File: config.mk
export PLATFORM = sky130hd
export DESIGN_NAME = pipe_ctrl
export DESIGN_NICKNAME = d
export VERILOG_FILES = /design/src/rtl/pipe_ctrl_pkg.sv /design/src/rtl/pipe_ctrl_hazard_det.sv /design/src/rtl/pipe_ctrl.sv
export SDC_FILE = /design/constraint.sdc
export NUM_CORES = 1
export LEC_CHECK = 0
export BUFFER_PORTS_ARGS = -buffer_cell sky130_fd_sc_hd__clkbuf_2
export CORE_ASPECT_RATIO = 1.5
export CORE_MARGIN = 2
export CORE_UTILIZATION = 35
export CTS_CLUSTER_DIAMETER = 120
export DETAILED_ROUTE_END_ITERATION = 8
export PLACE_DENSITY = 0.85
export SLEW_MARGIN = 5
export SYNTH_ARGS = -nofsm -noshare
export SYNTH_HDL_FRONTEND = slang
export SYNTH_SLANG_ARGS = --single-unit
File: constraint.sdc
create_clock -name clk -period 1.9 [get_ports clk]
set_input_delay 0.095 -clock clk [delete_from_list [all_inputs] [get_ports clk]]
set_output_delay 0.095 -clock clk [all_outputs]
set_load 0.02 [all_outputs]
File: src/rtl/pipe_ctrl_pkg.sv
// Shared pipeline-control constants and FSM state encoding.
// Imported by the hazard detector and the pipeline control top.
package pipe_ctrl_pkg;

  localparam int ADDR_LEN = 32;

  localparam logic ENABLE  = 1'b1;
  localparam logic DISABLE = 1'b0;

  typedef enum logic [1:0] {
    PCTRL_RUN      = 2'd0,
    PCTRL_LD_BUB   = 2'd1,
    PCTRL_MEM_WAIT = 2'd2,
    PCTRL_FLUSH    = 2'd3
  } pctrl_state_e;

endpackage

File: src/rtl/pipe_ctrl_hazard_det.sv
// Load-use hazard compare between the load in EX
// and the source operands of the instruction in ID.
module hazard_det
  import pipe_ctrl_pkg::*;
(
  input  logic       ex_ld,
  input  logic [4:0] ex_wb_addr,
  input  logic [4:0] id_rs1,
  input  logic [4:0] id_rs2,
  input  logic       id_rs1_vld,
  input  logic       id_rs2_vld,
  output logic       ld_use
);

  logic rs1_hit;
  logic rs2_hit;

  assign rs1_hit = id_rs1_vld && (id_rs1 == ex_wb_addr);
  assign rs2_hit = id_rs2_vld && (id_rs2 == ex_wb_addr);

  // x0 is never written, so a load to x0 cannot create a hazard
  assign ld_use = ex_ld && (ex_wb_addr != 5'd0)
               && (rs1_hit || rs2_hit);

endmodule

File: src/rtl/pipe_ctrl.sv
// Pipeline control: load-use bubbles, jump squashes,
// LSU wait stalls and LSU timeout detection.
module pipe_ctrl
  import pipe_ctrl_pkg::*;
#(
  parameter int unsigned LD_BUB_CYC = 1,
  parameter int unsigned MEM_TMO    = 64
) (
  input  logic                clk,
  input  logic                rst_,
  input  logic                jmp_req_i,
  input  logic [ADDR_LEN-1:0] jmp_addr_i,
  input  logic [4:0]          id_rs1_i,
  input  logic [4:0]          id_rs2_i,
  input  logic                id_rs1_vld_i,
  input  logic                id_rs2_vld_i,
  input  logic                ex_ld_i,
  input  logic [4:0]          ex_wb_addr_i,
  input  logic                mem_req_i,
  input  logic                mem_ack_i,
  output logic                pc_stall_o,
  output logic                if_stall_o,
  output logic                id_stall_o,
  output logic                ex_stall_o,
  output logic                if_flush_o,
  output logic                id_flush_o,
  output logic                pc_set_o,
  output logic [ADDR_LEN-1:0] pc_set_addr_o,
  output logic                err_o
);

  localparam logic [2:0] BUB_INIT = 3'(LD_BUB_CYC - 1);
  localparam logic [7:0] TMO_LAST = 8'(MEM_TMO - 1);
  localparam logic       MULTI_BUB = (LD_BUB_CYC > 1);

  pctrl_state_e state_q;
  pctrl_state_e state_d;
  logic [2:0]   bub_q;
  logic [2:0]   bub_d;
  logic [7:0]   tmo_q;
  logic [7:0]   tmo_d;

  logic ld_use;
  logic mem_wait;
  logic in_wait;
  logic in_bub;
  logic in_flush;
  logic do_tmo;
  logic do_wait;
  logic do_jmp;
  logic do_bub;
  logic do_fl;
  logic do_lu;

  hazard_det u_hazard_det (
    .ex_ld      (ex_ld_i),
    .ex_wb_addr (ex_wb_addr_i),
    .id_rs1     (id_rs1_i),
    .id_rs2     (id_rs2_i),
    .id_rs1_vld (id_rs1_vld_i),
    .id_rs2_vld (id_rs2_vld_i),
    .ld_use     (ld_use)
  );

  assign mem_wait = mem_req_i && !mem_ack_i;
  assign in_wait  = (state_q == PCTRL_MEM_WAIT);
  assign in_bub   = (state_q == PCTRL_LD_BUB);
  assign in_flush = (state_q == PCTRL_FLUSH);

  // tmo_q counts wait cycles already spent, so the
  // current cycle is the MEM_TMO-th one at MEM_TMO-1
  assign do_tmo  = in_wait && mem_wait
                && (tmo_q == TMO_LAST);
  assign do_wait = mem_wait && !do_tmo;
  assign do_jmp  = !mem_wait && jmp_req_i;
  assign do_bub  = !mem_wait && !jmp_req_i && in_bub;
  assign do_fl   = !mem_wait && !jmp_req_i && in_flush;
  assign do_lu   = !mem_wait && !jmp_req_i
                && !in_bub && !in_flush && ld_use;

  always_comb begin
    state_d       = PCTRL_RUN;
    bub_d         = 3'd0;
    tmo_d         = 8'd0;
    pc_stall_o    = DISABLE;
    if_stall_o    = DISABLE;
    id_stall_o    = DISABLE;
    ex_stall_o    = DISABLE;
    if_flush_o    = DISABLE;
    id_flush_o    = DISABLE;
    pc_set_o      = DISABLE;
    pc_set_addr_o = '0;
    err_o         = DISABLE;
    if (!rst_) begin
      if_flush_o = ENABLE;
      id_flush_o = ENABLE;
    end else begin
      unique case (1'b1)
        do_tmo: begin
          err_o      = ENABLE;
          if_flush_o = ENABLE;
          id_flush_o = ENABLE;
        end
        do_wait: begin
          pc_stall_o = ENABLE;
          if_stall_o = ENABLE;
          id_stall_o = ENABLE;
          ex_stall_o = ENABLE;
          state_d    = PCTRL_MEM_WAIT;
          tmo_d      = in_wait ? tmo_q + 8'd1 : 8'd1;
        end
        do_jmp: begin
          pc_set_o      = ENABLE;
          pc_set_addr_o = jmp_addr_i;
          if_flush_o    = ENABLE;
          id_flush_o    = ENABLE;
          state_d       = PCTRL_FLUSH;
        end
        do_bub: begin
          pc_stall_o = ENABLE;
          if_stall_o = ENABLE;
          id_flush_o = ENABLE;
          bub_d      = bub_q - 3'd1;
          state_d    = (bub_q == 3'd1) ? PCTRL_RUN
                                       : PCTRL_LD_BUB;
        end
        do_fl: begin
          if_flush_o = ENABLE;
        end
        do_lu: begin
          pc_stall_o = ENABLE;
          if_stall_o = ENABLE;
          id_flush_o = ENABLE;
          if (MULTI_BUB) begin
            bub_d   = BUB_INIT;
            state_d = PCTRL_LD_BUB;
          end
        end
        default: begin
          state_d = PCTRL_RUN;
        end
      endcase
    end
  end

  always_ff @(posedge clk) begin
    if (!rst_) begin
      state_q <= PCTRL_RUN;
      bub_q   <= 3'd0;
      tmo_q   <= 8'd0;
    end else begin
      state_q <= state_d;
      bub_q   <= bub_d;
      tmo_q   <= tmo_d;
    end
  end

endmodule

Word level (Yosys, flattened, before mapping) --
Index checks and enable logic that the tools add are counted.
Cells by class: add/subtract/negate cells 2, eq/ne operators 7, mux-type cells 17, reduce and logical (&&, ||, !) cells 29
Operators with widths (number):
- 2-to-1 mux 32 bit | 2
- logical AND 1 bit | 15
- 2-to-1 mux 1 bit | 14
- == test 5 bit | 2
- adder 8 x 1 -> 8 bit (second input constant) | 1
- == test 8 x 6 -> 1 bit (second input constant) | 1
- zero test 1 bit | 6
- one-hot mux 2 bit (3 select lines) | 1
- OR reduction 3 bit | 2
- nonzero test 5 bit | 1
- == test 2 bit (second input constant) | 2
- AND reduction 2 bit | 2
- OR reduction 4 bit | 1
- == test 3 x 1 -> 1 bit (second input constant) | 1
- AND reduction 3 bit | 1
- subtractor 3 x 1 -> 3 bit (second input constant) | 1
- == test 2 x 1 -> 1 bit (second input constant) | 1
- logical OR 1 bit | 1
Storage, ports and cells: register bits after elaboration 13, output and inout port bits 40, logic and storage cells 59

Longest topological paths before layout --
depth after elaboration 10, depth in mapped cells 6, gate-level depth less buffers 5

Cells and area by module --
A second synthesis with hierarchy kept.
Unflattened totals: cells, all modules 131, area total of the unflattened synthesis 1023.5 um^2
Modules (own cells, without submodules):
- pipe_ctrl | instances 1, cells an instance 114, area each 889.6 um^2, sequential area each 260.2 um^2
- hazard_det | instances 1, cells an instance 17, area each 133.9 um^2, sequential area each 0.0 um^2

Worst setup path after synthesis --
No wires, ideal clock.
kind reg2out, from register tmo_q[0], to output pc_stall_o, arrival 1860 ps, required time 1805 ps, path slack -55 ps, stages on the path, launching flop included 7, path buffers 1, cells stage by stage dfxtp_1 -> ha_1 -> and4bb_1 -> a31oi_1 -> nor2b_1 -> o21ai_0 -> buf_4
Between the ends: word-level cells in the longest chain between the ends 7
RTL lines:
- from (decl) | line pipe_ctrl.sv:40 | logic [7:0] tmo_q;
- from (signal assigned) | line pipe_ctrl.sv:154 | tmo_q <= tmo_d;
- == test 8 x 6 -> 1 bit | line pipe_ctrl.sv:73 | && (tmo_q == TMO_LAST);
- logical AND 1 bit | line pipe_ctrl.sv:73
- zero test 1 bit | line pipe_ctrl.sv:74 | assign do_wait = mem_wait && !do_tmo;
- logical AND 1 bit | line pipe_ctrl.sv:74
- OR reduction 3 bit (no line)
- 2-to-1 mux 1 bit (2 in series)
- to (decl) | line pipe_ctrl.sv:21 | output logic pc_stall_o,
No other way between the ends.

Final worst setup path --
from register tmo_q[0], to output id_flush_o
Between the ends: word-level cells in the longest chain between the ends 5
RTL lines:
- == test 8 x 6 -> 1 bit | line pipe_ctrl.sv:73
- logical AND 1 bit | line pipe_ctrl.sv:73
- OR reduction 4 bit (no line)
- 2-to-1 mux 1 bit | line pipe_ctrl.sv:98 | unique case (1'b1)
- 2-to-1 mux 1 bit | line pipe_ctrl.sv:94 | if (!rst_) begin
- to (decl) | line pipe_ctrl.sv:26 | output logic id_flush_o,
No other way between the ends.

==> impl_results.md <==
* TritonRoute pass-1 iters at 4
* Number of ports placed on the die boundary at 95
* Post-synth EDFFs at 0
* Layout overhead on the synthesized area at 54.07%
* Unrepaired setup endpoints after global routing: false
* CP arrival at 1660 ps
* Logic pwr share at 0.287
* Highest ir drop seen on vdd at 210.7 µV
* Post-synth top area share at 0.2603
* Kind of critical path: flop to output port
* Kind of end point of the critical path: output port
* Effective utilization at floorplan at 0.3696
* CTS Sinks at 13
* Synthesized area per cell at around 7.7 µm²
* Synthesis Warnings at 0
* Routed wire per std cell at 10.47 µm
* Required time at the endpoint of the critical path at ~1800 ps
* Placer congestion estimate at 0.7428
* Number of nets at the end of the flow at 279
* Die Wd at between 40 and 50 µm
* Pin count of the biggest net entering global routing at 36
* Synth area leaders: dfxtp_1 (26%), and2_1 (21%), xor2_1 (11%)
* Ys async rst share at 0
* Synth Cell Area at about 1000 µm²
* Clock tree from TritonCTS: yes
* Core Box Area at 2705 µm²
* Wire length of the first global-routing pass at slightly above 4000 µm
* Buffers inserted during post-CTS setup optimization at 0
* Die outline area at 3308 µm²
* Maximum frequency from static timing analysis at 571.3 MHz
* Total number of H-tree levels at 1
* Hold buffer count at cts at 0
* Standby leakage power at 0.8069 nW
* Later-pin clock latency in the skew report at 240 ps
* Internal power consumption at around 530 µW
* Global-route total usage across every layer at 0.1670
* PostCTS Resize Cnt at 0
* Clock buffers created by TritonCTS at 3
* Vias in the first global route at 1108
* Switching Fraction at 0.2871
* Proportion of layout cells with a drive suffix above 1 at 0.4545
* Post-synth cell types at 31
* Worst slack at placement at 242.7 ps
* Setup TNS at 0 ps
* Clock input transition at the sequential cells of the worst setup and hold paths at around 50 ps
* Count of inserted antenna diode cells at 0
* Seq/Total Area, Yosys at 0.2603
* Max-slew violation count at 0
* Utilization after layout at 0.5694
* Gr ovfl total at 0
* Synthesized Nets at 187
* Top cell type by total area after synthesis: dfxtp_1
* DIE HEIGHT at 69.46 µm
* Class of the tightest hold or removal check: primary input to flop
* Maximum clock path buffer count at 2
* Final worst setup slack at 149.5 ps
* Initial antenna violation count at 0
* Clock skew at between 2 and 3 ps
* Relative slew slack at 0.4686
* Slew at the pin closest to its max-slew limit at around 800 ps
* First-iteration detailed-routing DRC count at 5
* Number of max-capacitance violations reported at 0
* Root buffer cell: clkbuf_8
* Post-detailed-placement half-perimeter wirelength at 2318 µm
* Final Setup Violations at 0
* Register bit total from synthesis at 13
* Share of the cycle needed by the critical path after routing at 0.9213
* Switching pwr at 211.4 µW
* Worst-path maximum fanout at 5
* Kind of start point of the critical path: flop
* Post-route non-filler standard cell count at 257
* Gate Count Post-Synth at 129
* Count of endpoints failing hold in the final timing report at 0
* Vias per std cell at 4.716
* Sequential Power Share at 0.384
* Number of cells in the design after placement at about 250
* Result of the run: completed
* DRC viols at 0
* Most instantiated flip-flop cell in the synthesis netlist: dfxtp_1
* Number of buffers inserted by port buffering at 94
* Std cell rows at 23
* Power Total at 736.5 µW
* Fraction of power consumed by the clock network at 0.329
* Time the final worst path needs with I/O delays and setup at 1750 ps
* Post-detailed-routing wire length at 2690 µm
* Vias post-DR at 1212
* Detail Route Antenna Nets at 0
* Power density over cell area at 478.2 nW/µm²
## worst max-delay path, cell delays in order (launching register included)
cell and delay (ps):
dfxtp_1 320, ha_1 240, and4bb_1 250, and2_4 180, a31oi_1 160, o211ai_1 100
clkbuf_2 160
## kinds of logic (layout without fill, tap and decap cells)
kind of cell	Yosys count	count (layout)	share of synthesized area
AOI/OAI and AO/OA	8	8	0.05632
buffers and inverters	10	101	0.04755
and+or+nand+nor	78	78	0.4493
xor gates and xnor gates	17	17	0.1489
DFF	13	13	0.2603
adders and majority gates	3	3	0.03755
## flip-flops by register name, indices dropped and copies added, names as in the netlist
| name | cells |
|---|---|
| bub_q | 3 |
| state_q | 2 |
| tmo_q | 8 |
## metal layers
layer | share of wire | global-route usage | vias to the layer above
met5 | 0 | 0 | -
met4 | 0.020 | 0.07808 | 0
met3 | 0.13 | 0.03125 | 5
met2 | 0.51 | 0.3108 | 88
met1 | 0.34 | 0.1579 | 519
li1 | - | - | 600
## cell usage in the layout (no fill, tap or decap), types with 2 or more instances in the layout
cell | synthesis | layout
nor3_1 | 2 | 2
clkbuf_8 | 0 | 3
and3_1 | 2 | 2
ha_1 | 3 | 3
xor2_1 | 13 | 13
buf_2 | 2 | 2
and2_1 | 33 | 33
xnor2_1 | 4 | 4
nand4_1 | 3 | 3
clkbuf_2 | 0 | 92
nor2b_1 | 5 | 5
nor4_1 | 2 | 2
dfxtp_1 | 13 | 13
nand2_1 | 5 | 5
inv_1 | 3 | 3
nor2_1 | 13 | 13
nand3_1 | 5 | 5
o21a_1 | 2 | 2
## area by class of cell
cell class / count / area, µm²
multi-input combinational: 106 / 706.9
clock buffer: 4 / 45.04
inverter: 3 / 11.26
timing repair buffer: 94 / 470.5
fill: 283 / 1165
sequential: 13 / 260.3
tap: 37 / 46.29
## cells in the mapped netlist, types with 3 or more instances
cell and number:
nor2b_1 5, xor2_1 13, nor2_1 13, nand2_1 5, clkbuf_1 3, ha_1 3
dfxtp_1 13, xnor2_1 4, nand3_1 5, nand4_1 3, and2_1 33, inv_1 3
## through the flow
stage / cell area [µm²] / hold WS [ps]
floorplan: 1006 / 318.7
global placement: 1486 / 429.9
detailed placement: 1486 / 437.5
CTS: 1531 / 217.2
global route: 1540 / 282.1
finish: 1540 / 255.1
## final timing paths
kind	startpoint	end	slack (ps)	depth (start not counted)
setup / recovery	tmo_q[0]	id_flush_o	150	6
hold / removal	mem_req_i	tmo_q[0]	260	3
hold reg to reg	bub_q[0]	bub_q[0]	450	1
setup reg to reg	tmo_q[0]	tmo_q[2]	230	5
## power groups by stage
stage	clock (mW)	combinational (mW)	sequential, mW
floorplan	0	0.117	0.287
global placement	0	0.211	0.288
detailed placement	0	0.212	0.288
CTS	0.247	0.213	0.282
global route	0.258	0.236	0.283
finish	0.242	0.211	0.283
(Power assumes the default switching activity.)
